`config.mk`:
```
export PLATFORM = sky130hd
export DESIGN_NAME = instruction_fetch
export DESIGN_NICKNAME = d
export VERILOG_FILES = /design/src/rtl/instruction_fetch.sv
export SDC_FILE = /design/constraint.sdc
export NUM_CORES = 1
export LEC_CHECK = 0
export ABC_AREA = 1
export CAP_MARGIN = 10
export CORE_MARGIN = 4
export CORE_UTILIZATION = 55
export DETAILED_ROUTE_END_ITERATION = 8
export PLACE_DENSITY = 0.95
export SLEW_MARGIN = 30
export SYNTH_ARGS = -nofsm -noshare
export SYNTH_HDL_FRONTEND = slang
export SYNTH_SLANG_ARGS = --single-unit
```
`constraint.sdc`:
```
create_clock -name clk -period 13.55 [get_ports clk]
set_clock_uncertainty 0.15 [all_clocks]
set_input_delay 2.71 -clock clk [delete_from_list [all_inputs] [get_ports clk]]
set_output_delay 2.71 -clock clk [all_outputs]
set_load 0.05 [all_outputs]
```
`src/rtl/instruction_fetch.sv`:
```
// Single-outstanding instruction fetch unit feeding the IF/ID register, with stall, jump and branch redirect.
// Optional IFETCH_PERF_EN adds perf_fetched / perf_bubbles counters.
module instruction_fetch #(
  parameter logic [31:0] RESET_PC = 32'h0000_0000
) (
  input  logic        clk,
  input  logic        rst,
  output logic        imem_req,
  output logic [31:0] imem_addr,
  input  logic        imem_ready,
  input  logic        imem_rvalid,
  input  logic [31:0] imem_rdata,
  input  logic        stall,
  input  logic        jOnlyPCsrc,
  input  logic [31:0] jNextPC,
  input  logic        branch_taken,
  input  logic [31:0] branch_target,
  output logic [31:0] inst,
  output logic [31:0] inst_pc,
`ifdef IFETCH_PERF_EN
  output logic [31:0] perf_fetched,
  output logic [31:0] perf_bubbles,
`endif
  output logic        inst_valid
);

  typedef enum logic [1:0] {IDLE, WAIT, DROP, HOLD} fetchStateT;

  fetchStateT  state;
  logic [31:0] pc;
  logic [31:0] reqPc;
  logic [31:0] bufInst;
  logic [31:0] bufPc;

  logic        redirect;
  logic [31:0] redirectPc;
  logic        accept;
  logic        loadWait;
  logic        loadHold;
  logic        load;
  logic [31:0] newInst;
  logic [31:0] newPc;

  // A branch resolved in MEM is older than a jump decoded in ID, so it wins.
  assign redirect   = branch_taken | jOnlyPCsrc;
  assign redirectPc = branch_taken ? branch_target : jNextPC;

  assign imem_req  = (state == IDLE) && !redirect && !rst;
  assign imem_addr = pc;
  assign accept    = imem_req && imem_ready;

  assign loadWait = (state == WAIT) && imem_rvalid && !stall && !redirect;
  assign loadHold = (state == HOLD) && !stall && !redirect;
  assign load     = loadWait || loadHold;
  assign newInst  = loadHold ? bufInst : imem_rdata;
  assign newPc    = loadHold ? bufPc   : reqPc;

  // NOTE: every register here, including the one-entry buffer, is reset so no X ever reaches decode.
  always_ff @(posedge clk or posedge rst) begin
    if (rst) begin
      state      <= IDLE;
      pc         <= RESET_PC;
      reqPc      <= 32'h0;
      bufInst    <= 32'h0;
      bufPc      <= 32'h0;
      inst       <= 32'h0;
      inst_pc    <= 32'h0;
      inst_valid <= 1'b0;
    end else begin
      if (redirect)    pc <= redirectPc;
      else if (accept) pc <= pc + 32'd4;

      if (accept) reqPc <= pc;

      unique case (state)
        IDLE: if (accept) state <= WAIT;
        WAIT: begin
          if (redirect) begin
            // A response arriving with the redirect is simply dropped; otherwise it is still in flight.
            state <= imem_rvalid ? IDLE : DROP;
          end else if (imem_rvalid) begin
            if (stall) begin
              bufInst <= imem_rdata;
              bufPc   <= reqPc;
              state   <= HOLD;
            end else begin
              state <= IDLE;
            end
          end
        end
        DROP: if (imem_rvalid) state <= IDLE;
        HOLD: if (redirect || !stall) state <= IDLE;
        default: state <= IDLE;
      endcase

      if (branch_taken) begin
        inst_valid <= 1'b0;
      end else if (load) begin
        inst       <= newInst;
        inst_pc    <= newPc;
        inst_valid <= 1'b1;
      end else if (!stall) begin
        inst_valid <= 1'b0;
      end
    end
  end

`ifdef IFETCH_PERF_EN
  always_ff @(posedge clk or posedge rst) begin
    if (rst) begin
      perf_fetched <= 32'h0;
      perf_bubbles <= 32'h0;
    end else begin
      if (load) perf_fetched <= perf_fetched + 32'd1;
      if (!stall && !load) perf_bubbles <= perf_bubbles + 32'd1;
    end
  end
`endif

endmodule

```
-- After elaboration in Yosys (flattened, before gate mapping)
Cells that the tools add are included.
- $add $sub $neg: 1
- equal/unequal tests: 8
- muxes and demuxes: 16
- bitwise logic cells: 3
- reduce and logical (&&, ||, !) cells: 18
- operator list (kind ; number):
    32-bit two-way mux ; 5
    32-bit by 3-bit adder with 32-bit output, second input constant ; 1
    2-bit two-way mux ; 7
    1-bit logical AND ; 8
    2-bit one-hot mux with 4 select lines ; 1
    4-bit AND reduction ; 2
    2-bit equality test, second input constant ; 2
    2-bit inequality test, second input constant ; 2
    1-bit zero test ; 3
    1-bit two-way mux ; 3
    3-bit by 1-bit inequality test with 1-bit output, second input constant ; 1
    3-bit inequality test, second input constant ; 1
    2-bit by 1-bit equality test with 1-bit output, second input constant ; 1
    2-bit zero test ; 1
    1-bit logical OR ; 2
    2-bit by 1-bit inequality test with 1-bit output, second input constant ; 1
    1-bit NOT ; 2
    2-bit AND reduction ; 1
    2-bit nonzero test ; 1
    1-bit bitwise OR ; 1
- bits in registers: 195
- input port bits: 103
- output and inout port bits: 98
- logic and storage cells: 54

-- Longest topological paths before layout
- depth after elaboration: 7
- depth in mapped cells: 11

-- Least setup slack after synthesis
Ideal clock, no wire load.
- path type: input -> output
- from: input port branch_taken
- to: output port imem_req
- arrival: 3.528 ns
- setup slack: 7.162 ns
- cell stages on the path: 4
- path through: buf_2 -> inv_2 -> nand2_2 -> nor3_4
- word-level cells in the longest chain between the ends: 4
- RTL lines (item ; line ; RTL):
    start, declared ; 16 ; input logic branch_taken,
    1-bit bitwise OR ; 45 ; assign redirect = branch_taken | jOnlyPCsrc;
    1-bit zero test ; 48 ; assign imem_req = (state == IDLE) && !redirect && !rst;
    1-bit logical AND (2 in a row) ; 48 ;
    end, declared ; 8 ; output logic imem_req,
Every way passes these cells.

-- Final worst setup path
Same ends and word-level chain as after synthesis.

==> out/results.ini <==
[grt]
antenna_found_initial = 1
met2_usage_pct = 44.5
busiest_layer = met2
grt_max_degree = 106
grt_usage_pct = 27.8
grt_overflow = 0
use_met3_pct = 6.32
grt_pass1_wl_mm = 41.1
grt_pass1_vias = 7919
use_met1_pct = 37.5

[clock_network]
clk_path_buf_depth = 2
cts_made_buffers = 17
cts_hold_buf = 0
cts_setup_buffers = 0
cts_tree = built
post_cts_resized = 0
cts_max_level = 4
cts_root_buf = clkbuf_16
cts.sinks = 195
clkTransAtPathRegs_ps = 60
clk_latency_ps = 430

[floorplanning]
pin_count = 201
core_um2 = 16500
die_area_um2 = 18900
die_h_um = 137
initial_utilization_pct = 55.9
core.rowCount = 47
die_width_um = 137

[timing]
fin_setup_tns_ps = 0
finalHoldViolCount = 0
slew_violations = 0
max_freq_ghz = 0.128
slew_headroom_pct = 36.0
fin_hold_ws_ps = 349
grt_setup_unrepaired = false
setup_viol = 0
fin_crit_ps = 7800
tightest_slew_ps = 960
setup_slack_ps = 5750
timing.final.crit_share_pct = 57.6

[worst_setup_path]
reg2reg_to = inst_pc[21]$_DFFE_PP0P_
crit_required_ps = 10690
endpoint_kind = primary output
cp-start-kind = input pin
cpMostUsedCell = clkdlybuf4s50_1
r2r_slack_ps = 10950
path_cells = clkdlybuf4s50_1, buf_4, inv_2, nand2_2, nor3_4, clkdlybuf4s50_1
worst-r2r-cell-count = 7
timing.rr.start = state[1]$_DFFE_PP0P_
critPathKind = input pin to primary output
cp.arrival_ps = 4940
critPathMaxStageDelay_ps = 900
cpMaxStageDelayCell = clkdlybuf4s50_1
path_max_fanout = 33

[power_and_ir_drop]
power_density_nw_per_um2 = 207
leakagePower_uw = 0.00524
peakVddDrop_mv = 0.122

[hold_path]
min_path_cells = 1
hp-class = register to register
min_from = bufPc[13]$_DFFE_PP0P_
hold_end = bufPc[13]$_DFFE_PP0P_

[finish]
area_growth_pct = 29.6
antenna_cells = 0
fin_nets = 1295
drive_gt1_share_pct = 9.30

[drt]
wl_mm = 25.7
viasPerCell = 5.82
vias = 8288
antenna_left = 0
drc = 0
wl_per_cell_um = 18.0
drtPass1Iterations = 5
initialDrtViolationCount = 602

[synth]
ys_types = 27
yosys_warnings = 0
synth-seq-cells = 195
ys_top_cells_by_count = 195 x dfrtp_1, 150 x nand2_1, 148 x a21oi_1
synth_nets = 1128
synthTopCellsByArea = dfrtp_1 53%, a21oi_1 8.1%, nand2_1 6.1%
synth_top_area_share_pct = 53.0
avgSynthCellArea_um2 = 8.99
ys.flop_type = dfrtp_1
synthCells = 1024
synth.yosys.seq_area_share_pct = 53.0
synth_top_cell_by_area = dfrtp_1
synth_edf_count = 0
netlist_area_um2 = 9200
yosysMostFrequentCell = dfrtp_1
async_reset_ff_share_pct = 100

[status]
status = finished clean

[flow_run]
cap_violations = 0

[place]
hpwl_mm = 17.1
port_buffers = 200
place_congestion = 0.897
dpl_worst_slack_ps = 5750

cell type report:
class                   instances  area [µm²]
flip-flops and latches        195        4880
fillers                      1228        4540
clock buffers                  20         467
well taps                     220         275
repair buffers                209        2070
inverters                      53         214
clock inverters                12         178
multi-input cells             715        3840
power breakdown:
| group | switching [µW] | internal (µW) |
|---|---|---|
| Combinational | 615 | 350 |
| Sequential | 157 | 809 |
| Clock | 218 | 325 |
| Total | 990 | 1480 |
per-stage QoR:
stage,std cells,cell area [µm²],utilization [%],power [µW]
floorplan,1024,9200,-,1570
global placement,1392,11300,68.4,1890
detailed placement,1392,11300,68.5,1930
CTS,1424,11900,72.4,2480
global route,1424,11900,72.4,2590
finish,1424,11900,72.4,2470
cell families after synthesis:
group | Yosys count | synth area share (%)
AO/OA/AOI/OAI | 234 | 13.8
multiplexers | 67 | 8.61
XOR/XNOR | 2 | 0.190
AND/OR/NAND/NOR | 411 | 18.7
flip-flops | 195 | 53.0
adder cells (fa/ha/maj) | 1 | 0.136
buffers and inverters | 114 | 5.58
how the worst max path moves through the flow:
stage                       from                endpoint  slack (ps)  cells past startpoint
floorplan                    rst  bufInst[0]$_DFFE_PP0P_        5380                      1
global placement    branch_taken                imem_req        5790                      6
detailed placement  branch_taken                imem_req        5750                      6
CTS                 branch_taken                imem_req        5740                      6
global route        branch_taken                imem_req        5650                      6
finish              branch_taken                imem_req        5750                      6
critical path: cells and delay by family:
| family | cells | cell delay [ps] |
|---|---|---|
| buffers and inverters | 4 | 1650 |
| and+or+nand+nor | 2 | 570 |
state kept, by name (all words and copies together), names as in the netlist:
register and cells:
bufInst 32, bufPc 32, imem_addr 32, inst 32, inst_pc 32, inst_valid 1, reqPc 32, state 2
routing by layer:
metal / share of wire [%] / up-vias
met2: 47 / 444
met4: 2.4 / 2
met3: 9.7 / 55
met1: 40 / 3983
met5: 0.027 / -
li1: - / 3804
cell usage in the layout (no fill, tap or decap), types with 2 or more instances in the layout:
| cell | synthesis | routed |
|---|---|---|
| clkinv_4 | 0 | 3 |
| o21ai_0 | 47 | 47 |
| nor2_1 | 145 | 143 |
| inv_2 | 2 | 2 |
| mux2_1 | 11 | 11 |
| clkinv_2 | 0 | 3 |
| buf_4 | 0 | 8 |
| clkdlybuf4s50_1 | 0 | 200 |
| mux2_2 | 46 | 46 |
| inv_1 | 50 | 48 |
| mux2_4 | 10 | 10 |
| xor2_1 | 2 | 2 |
| a22oi_1 | 8 | 8 |
| clkbuf_8 | 0 | 3 |
| nor3_4 | 2 | 2 |
| a21oi_1 | 148 | 148 |
| o211ai_1 | 4 | 4 |
| inv_6 | 1 | 2 |
| a22o_1 | 15 | 15 |
| nand2_2 | 3 | 5 |
| a31oi_1 | 10 | 10 |
| bufinv_16 | 0 | 4 |
| nand3_1 | 108 | 108 |
| nor2_4 | 0 | 2 |
| clkbuf_16 | 0 | 17 |
| dfrtp_1 | 195 | 195 |
| nand2_1 | 150 | 148 |
Note: power is estimated with default switching activity, not from simulation.
